[config.mk]
export PLATFORM = sky130hd
export DESIGN_NAME = pipe_ctrl_unit
export DESIGN_NICKNAME = d
export VERILOG_FILES = /design/src/rtl/pipe_ctrl_unit.sv
export SDC_FILE = /design/constraint.sdc
export NUM_CORES = 1
export LEC_CHECK = 0
export BUFFER_PORTS_ARGS = -buffer_cell sky130_fd_sc_hd__clkbuf_2
export CORE_MARGIN = 2
export CORE_UTILIZATION = 40
export DETAILED_ROUTE_END_ITERATION = 6
export HOLD_SLACK_MARGIN = 0.15
export PLACE_DENSITY = 0.69
export SLEW_MARGIN = 0
export SYNTH_ARGS = -nofsm -noshare
export SYNTH_HDL_FRONTEND = slang
export SYNTH_SLANG_ARGS = --single-unit
[constraint.sdc]
create_clock -name clk_i -period 5 [get_ports clk_i]
set_input_delay 0.5 -clock clk_i [delete_from_list [all_inputs] [get_ports clk_i]]
set_output_delay 0.5 -clock clk_i [all_outputs]
set_load 0.01 [all_outputs]
[src/rtl/pipe_ctrl_unit.sv]
// rtl/pipe_ctrl_unit.sv - ID decode plus ID/EX, EX/MEM, MEM/WB control pipeline with hazard, branch and MUL stall handling
module pipe_ctrl_unit #(
    parameter int MUL_LAT = 3,
    parameter int REG_AW  = 5
) (
    input  logic              clk_i,
    input  logic              rst_i,
    input  logic              valid_i,
    input  logic [6:0]        opcode_i,
    input  logic [6:0]        funct7_i,
    input  logic [REG_AW-1:0] rs1_i,
    input  logic [REG_AW-1:0] rs2_i,
    input  logic [REG_AW-1:0] rd_i,
    input  logic              branch_eq_i,
    output logic              stall_o,
    output logic              flush_o,
    output logic              pc_branch_o,
    output logic [1:0]        ex_alu_op_o,
    output logic              ex_alu_src_o,
    output logic [REG_AW-1:0] ex_rd_o,
    output logic              ex_busy_o,
    output logic              mem_read_o,
    output logic              mem_write_o,
    output logic              mem_regwrite_o,
    output logic [REG_AW-1:0] mem_rd_o,
    output logic              wb_regwrite_o,
    output logic              wb_memtoreg_o,
    output logic [REG_AW-1:0] wb_rd_o
);
    localparam logic [6:0] OP_R   = 7'b0110011;
    localparam logic [6:0] OP_I   = 7'b0010011;
    localparam logic [6:0] OP_LW  = 7'b0000011;
    localparam logic [6:0] OP_SW  = 7'b0100011;
    localparam logic [6:0] OP_BEQ = 7'b1100011;
    localparam logic [6:0] F7_MUL = 7'b0000001;
    localparam logic [3:0] CNT_LOAD = 4'(MUL_LAT - 1);

    typedef enum logic {IDLE, BUSY} state_t;

    state_t            state, stateNext;
    logic [3:0]        cnt, cntNext;

    logic [1:0]        idAluOp;
    logic              idAluSrc, idRegWrite, idMemToReg, idMemRead, idMemWrite;
    logic              idIsMul, idIsBeq, idUseRs1, idUseRs2;
    logic [REG_AW-1:0] idRd;

    logic              exRegWrite, exMemToReg, exMemRead, exMemWrite;
    logic              memMemToReg;
    logic              busy, loadUse, branchTaken;

    always_comb begin
        idAluOp    = 2'b00;
        idAluSrc   = 1'b0;
        idRegWrite = 1'b0;
        idMemToReg = 1'b0;
        idMemRead  = 1'b0;
        idMemWrite = 1'b0;
        idIsMul    = 1'b0;
        idIsBeq    = 1'b0;
        idUseRs1   = 1'b0;
        idUseRs2   = 1'b0;
        if (valid_i) begin
            case (opcode_i)
                OP_R: begin
                    idIsMul    = (funct7_i == F7_MUL);
                    idAluOp    = idIsMul ? 2'b11 : 2'b10;
                    idRegWrite = 1'b1;
                    idUseRs1   = 1'b1;
                    idUseRs2   = 1'b1;
                end
                OP_I: begin
                    idAluSrc   = 1'b1;
                    idRegWrite = 1'b1;
                    idUseRs1   = 1'b1;
                end
                OP_LW: begin
                    idAluSrc   = 1'b1;
                    idRegWrite = 1'b1;
                    idMemToReg = 1'b1;
                    idMemRead  = 1'b1;
                    idUseRs1   = 1'b1;
                end
                OP_SW: begin
                    idAluSrc   = 1'b1;
                    idMemWrite = 1'b1;
                    idUseRs1   = 1'b1;
                    idUseRs2   = 1'b1;
                end
                OP_BEQ: begin
                    idAluOp    = 2'b01;
                    idIsBeq    = 1'b1;
                    idUseRs1   = 1'b1;
                    idUseRs2   = 1'b1;
                end
                default: ;
            endcase
        end
    end

    // Only register-writing instructions carry a destination; everything else presents rd=0.
    assign idRd = idRegWrite ? rd_i : '0;

    assign busy    = (state == BUSY);
    assign loadUse = !busy && exMemRead && (ex_rd_o != '0) &&
                     ((idUseRs1 && (rs1_i == ex_rd_o)) || (idUseRs2 && (rs2_i == ex_rd_o)));
    // A beq waiting on a load result must not resolve with a stale comparator value.
    assign branchTaken = !busy && !loadUse && idIsBeq && branch_eq_i;

    assign stall_o     = busy || loadUse;
    assign flush_o     = branchTaken;
    assign pc_branch_o = branchTaken;
    assign ex_busy_o   = busy;

    always_comb begin
        stateNext = state;
        cntNext   = cnt;
        if (state == BUSY) begin
            cntNext = cnt - 4'd1;
            if (cnt == 4'd1) begin
                stateNext = IDLE;
            end
        end else if (!stall_o && idIsMul && (MUL_LAT > 1)) begin
            stateNext = BUSY;
            cntNext   = CNT_LOAD;
        end
    end

    always_ff @(posedge clk_i or posedge rst_i) begin
        if (rst_i) begin
            state          <= IDLE;
            cnt            <= 4'd0;
            ex_alu_op_o    <= 2'b00;
            ex_alu_src_o   <= 1'b0;
            exRegWrite     <= 1'b0;
            exMemToReg     <= 1'b0;
            exMemRead      <= 1'b0;
            exMemWrite     <= 1'b0;
            ex_rd_o        <= '0;
            mem_read_o     <= 1'b0;
            mem_write_o    <= 1'b0;
            mem_regwrite_o <= 1'b0;
            memMemToReg    <= 1'b0;
            mem_rd_o       <= '0;
            wb_regwrite_o  <= 1'b0;
            wb_memtoreg_o  <= 1'b0;
            wb_rd_o        <= '0;
        end else begin
            state <= stateNext;
            cnt   <= cntNext;
            // While the multiply owns EX the ID/EX register holds and MEM sees bubbles.
            if (!busy) begin
                ex_alu_op_o  <= loadUse ? 2'b00 : idAluOp;
                ex_alu_src_o <= loadUse ? 1'b0  : idAluSrc;
                exRegWrite   <= loadUse ? 1'b0  : idRegWrite;
                exMemToReg   <= loadUse ? 1'b0  : idMemToReg;
                exMemRead    <= loadUse ? 1'b0  : idMemRead;
                exMemWrite   <= loadUse ? 1'b0  : idMemWrite;
                ex_rd_o      <= loadUse ? '0    : idRd;
            end
            mem_read_o     <= busy ? 1'b0 : exMemRead;
            mem_write_o    <= busy ? 1'b0 : exMemWrite;
            mem_regwrite_o <= busy ? 1'b0 : exRegWrite;
            memMemToReg    <= busy ? 1'b0 : exMemToReg;
            mem_rd_o       <= busy ? '0   : ex_rd_o;
            wb_regwrite_o  <= mem_regwrite_o;
            wb_memtoreg_o  <= memMemToReg;
            wb_rd_o        <= mem_rd_o;
        end
    end
endmodule

=== After elaboration in Yosys (flattened, before gate mapping) ===
Index checks and enable logic that the tools add are counted.

* Logic and storage cells: 80
* Bits in registers: 31
* Output and inout port bits: 27
* Input port bits: 33

* Eq/ne operators: 9
* $add $sub $neg: 1
* Muxes and demuxes: 35
* Reductions and logical operators: 20

{| class="wikitable"
|+ Operator list
! cell !! number
|-
| $mux 1 || 27
|-
| $mux 5 || 3
|-
| $eq 7x6->1 const B || 2
|-
| $eq 5x5->1 || 2
|-
| $logic_and 1x1->1 || 9
|-
| $reduce_or 3->1 || 3
|-
| $mux 4 || 2
|-
| $eq 7x1->1 const B || 1
|-
| $eq 7x2->1 const B || 1
|-
| $eq 7x5->1 const B || 1
|-
| $eq 7x7->1 const B || 1
|-
| $reduce_bool 5->1 || 1
|-
| $reduce_or 5->1 || 1
|-
| $eq 4x1->1 const B || 1
|-
| $mux 2 || 2
|-
| $pmux 2 s2 || 1
|-
| $sub 4x1->4 const B || 1
|-
| $logic_not 1->1 || 3
|-
| $logic_or 1x1->1 || 2
|-
| $reduce_bool 2->1 || 1
|}

=== Logic depth before layout (Yosys ltp) ===
* Depth after elaboration: 12
* Depth in mapped cells: 6
* Depth with buffers taken out: 5

=== Worst setup path before layout ===
OpenSTA, ideal clock, no wires.

* Path kind: register -> output
* Start point: reg ex_rd_o[2]
* End point: out pc_branch_o
* Arrival time: 1.691 ns
* Slack: 2.809 ns
* Required time: 4.500 ns
* Stages on the path, launching flop included: 6
* Buffers on the path: 1
* Path through: dfrtp_1 > or4_4 > o21ai_4 > nor2_4 > nor2_1 > buf_4

* Cells in the longest elaborated chain, start to end: 8
* Elaborated cells on any way between the ends: 12
* Classes of those cells: 2 x eq/ne; 10 x reduce/logical

{| class="wikitable"
|+ RTL lines
! item !! line !! text
|-
| from (decl) || 20 || <nowiki>output logic [REG_AW-1:0] ex_rd_o,</nowiki>
|-
| from (signal assigned) || 159 || <nowiki>ex_rd_o <= loadUse ? '0 : idRd;</nowiki>
|-
| $eq 5x5->1 || 106 || <nowiki>((idUseRs1 && (rs1_i == ex_rd_o)) || (idUseRs2 && (rs2_i == ex_rd_o)));</nowiki>
|-
| $logic_and 1x1->1 || 106 ||
|-
| $logic_or 1x1->1 || 106 ||
|-
| $logic_and 1x1->1 (*) || 105 || <nowiki>assign loadUse = !busy && exMemRead && (ex_rd_o != '0) &&</nowiki>
|-
| $logic_not 1->1 (*) || 108 || <nowiki>assign branchTaken = !busy && !loadUse && idIsBeq && branch_eq_i;</nowiki>
|-
| $logic_and 1x1->1 (*) (3 in a row) || 108 ||
|-
| to (decl) || 17 || <nowiki>output logic pc_branch_o,</nowiki>
|}

Every way passes the cells marked *; elsewhere a longest branch is shown, timed or not.

=== Final worst setup path ===
* Start point: reg ex_rd_o[3]
* End point: out pc_branch_o

Same word-level chain as after synthesis.

==> impl_metrics.ini <==
[status]
status = finished clean

[finish]
finalNonFillerCells = 236
antenna_cells = 0
seq_area_um2 = 776
nFillCells = 312
layout-drive-gt1-share_pct = 39.5
syn_to_final_growth_pct = 29.0
final_area_mm2 = 0.00180
fin_nets = 225
multiInputGateArea_um2 = 582

[placed_design]
placedCellCount = 229
pre_cts_ws_ps = 2720
place_congestion = 0.810
dp_hpwl_mm = 2.25
placed_area_mm2 = 0.00173
port_buffers = 59

[yosys]
seq_area_frac_synth_pct = 55.7
synth-main-ff-cell = dfrtp_1
synth_area_per_cell_um2 = 10.9
ys_ff_latch = 31
synth_nets = 163
synth_top_area_share_pct = 55.7
synth_area_mm2 = 0.00139
synth_edf_count = 0
syn_inst = 128
yosysTopAreaCell = dfrtp_1
synth_cell_type_count = 33
ys_warn_count = 0
synth_common_cells = 31 x dfrtp_1, 17 x nand2_1, 11 x o21ai_1, 8 x nor2b_1
async_reset_ff_share_pct = 100
synth_top_cells_by_area = dfrtp_1 56%, nand2_1 4.6%, xnor2_1 4.4%
yosysMostFrequentCell = dfrtp_1

[clocking]
insertion_delay_ps = 330
clkSlewWorstSetupHoldPaths_ps = 80
cts_tree = done
ctsRootBufferMaster = clkbuf_4
cts_buffer_depth = 2
cts.sinks = 31
post_cts_buffers = 0
numCtsBuffers = 5
h-tree-depth = 2
postCtsHoldBufs = 0
cts-resized-gates = 0

[global_routing]
use_met1_pct = 20.4
grt_use_total_pct = 16.3
grt_start_max_net_pins = 32
met3_usage_pct = 7.21
grt_pass1_wl_mm = 4.97
use_met2_pct = 24.9
gr-total-overflow = 0
grt-busiest-layer = met2
grt_antenna_before_repair = 0
grt_pass1_vias = 1090

[critical_path]
cp_slowest_cell = dfrtp_1
critPathArrivalTime_ps = 2020
required_ps = 4500
crit_fanout = 8
path_class = flip-flop to output pin
rrSetupSlack_ps = 3150
cp_cell_sequence = xor2_1, nor4_1, a2bb2oi_2, nor2_4, nor2_1, clkbuf_2
path_delay_family = simple AND/OR/NAND/NOR gates
cp-end-kind = output pin
start_kind = flip-flop
path_buf_inv = 1
slowest_delay_ps = 450

[floorplanning]
die_area_mm2 = 0.00397
num_rows = 21
core_area_mm2 = 0.00334
fp.dieW_um = 63.0
die_height_um = 63.0
initial_core_util_pct = 41.7
num_io_pins = 60

[sta]
worst_slew_pin_slew_ps = 1130
slew-limit-headroom_pct = 24.5
max_freq_mhz = 397
rsz0062_at_grt = no
tns_ps = 0
layout_min_cycle_time_ps = 2520
skew_ps = 8.40
timing.final.ws_setup_ps = 2480
finalSetupViolCount = 0
drv_slew = 0
hold_violations = 0
finalCritPeriodShare_pct = 50.4

[routing]
drt-initial-drc-count = 48
drt_wl_total_mm = 2.95
drc = 0
wl_per_cell_um = 12.5
dr.pass1.iters = 4
routed_via_density = 4.89
postRouteAntennaNets = 0
vias = 1155

[power_and_ir_drop]
leakage_nw = 0.933
power.density_mw_per_mm2 = 307
peakVddDrop_v = 0.000233

[run]
cap_violations = 0

[min_path]
min_path_type = flip-flop to flip-flop
worst register-to-register path, stage by stage (launching register included):
cell and delay (ps):
dfrtp_1 720, or4_1 660, o21ba_1 290, nor2_1 80
worst paths after layout:
kind,start,to,cells past startpoint
max in group asynchronous,rst_i,ex_rd_o[0],2
setup / recovery,ex_rd_o[3],pc_branch_o,6
hold reg to reg,mem_rd_o[1],wb_rd_o[1],0
min in group asynchronous,rst_i,cnt[1],2
hold / removal,mem_rd_o[1],wb_rd_o[1],0
setup reg to reg,ex_busy_o,cnt[3],3
layout make-up:
type	count	share of cell area, %
Sequential cell	31	43.2
Clock buffer	6	2.30
Timing Repair Buffer	59	16.4
Multi-Input combinational cell	89	32.4
Inverter	4	0.836
Tap cell	46	3.20
Clock inverter	1	1.67
cells by family (layout without fill, tap and decap cells):
| logic type | after synthesis | count (layout) | synth area share [%] |
|---|---|---|---|
| AOI/OAI and AO/OA | 21 | 21 | 11.1 |
| xor gates and xnor gates | 13 | 13 | 8.18 |
| DFF | 31 | 31 | 55.7 |
| adders and majority gates | 2 | 2 | 1.80 |
| and+or+nand+nor | 53 | 53 | 20.8 |
| buffers and inverters | 8 | 70 | 2.52 |
routing by layer:
metal	routed length [um]	share of wire, %	vias up
li1	-	-	557
met2	1420	48	56
met4	37	1.3	0
met1	1260	43	536
met5	0	0	-
met3	224	7.6	6
registers in the layout, summed over array words and instances (netlist names):
signal	flops
ex_rd_o	5
mem_rd_o	5
wb_rd_o	5
cnt	4
ex_alu_op_o	2
exMemRead	1
exMemWrite	1
exRegWrite	1
ex_alu_src_o	1
ex_busy_o	1
memMemToReg	1
mem_regwrite_o	1
mem_write_o	1
wb_memtoreg_o	1
wb_regwrite_o	1
through the flow:
stage / total power (W) / util [%] / hold slack, ps
after floorplan: 0.000340 / - / 416
after detailed placement: 0.000375 / 51.7 / 358
after CTS: 0.000557 / 53.8 / 378
after global routing: 0.000585 / 53.8 / 385
final: 0.000551 / 53.8 / 376
after global placement: 0.000366 / 51.7 / 360
layout by cell type (no fill, tap or decap), types with 2 or more instances in the layout:
cell type,count
nor2_1,7
nand4_1,4
nand3_1,6
xnor2_1,7
o21ai_1,11
nor4_1,2
o21ai_4,2
dfrtp_1,31
clkbuf_2,59
xor2_1,6
inv_1,3
o21ai_0,2
nand2_1,17
clkbuf_4,5
nor2b_1,8
ha_1,2
where the power goes:
part / switching (W) / total [W] / internal, W
Combinational: 0.0000401 / 0.0000770 / 0.0000369
Clock: 0.0000781 / 0.000181 / 0.000103
Sequential: 0.0000247 / 0.000293 / 0.000268
(Power assumes the default switching activity.)
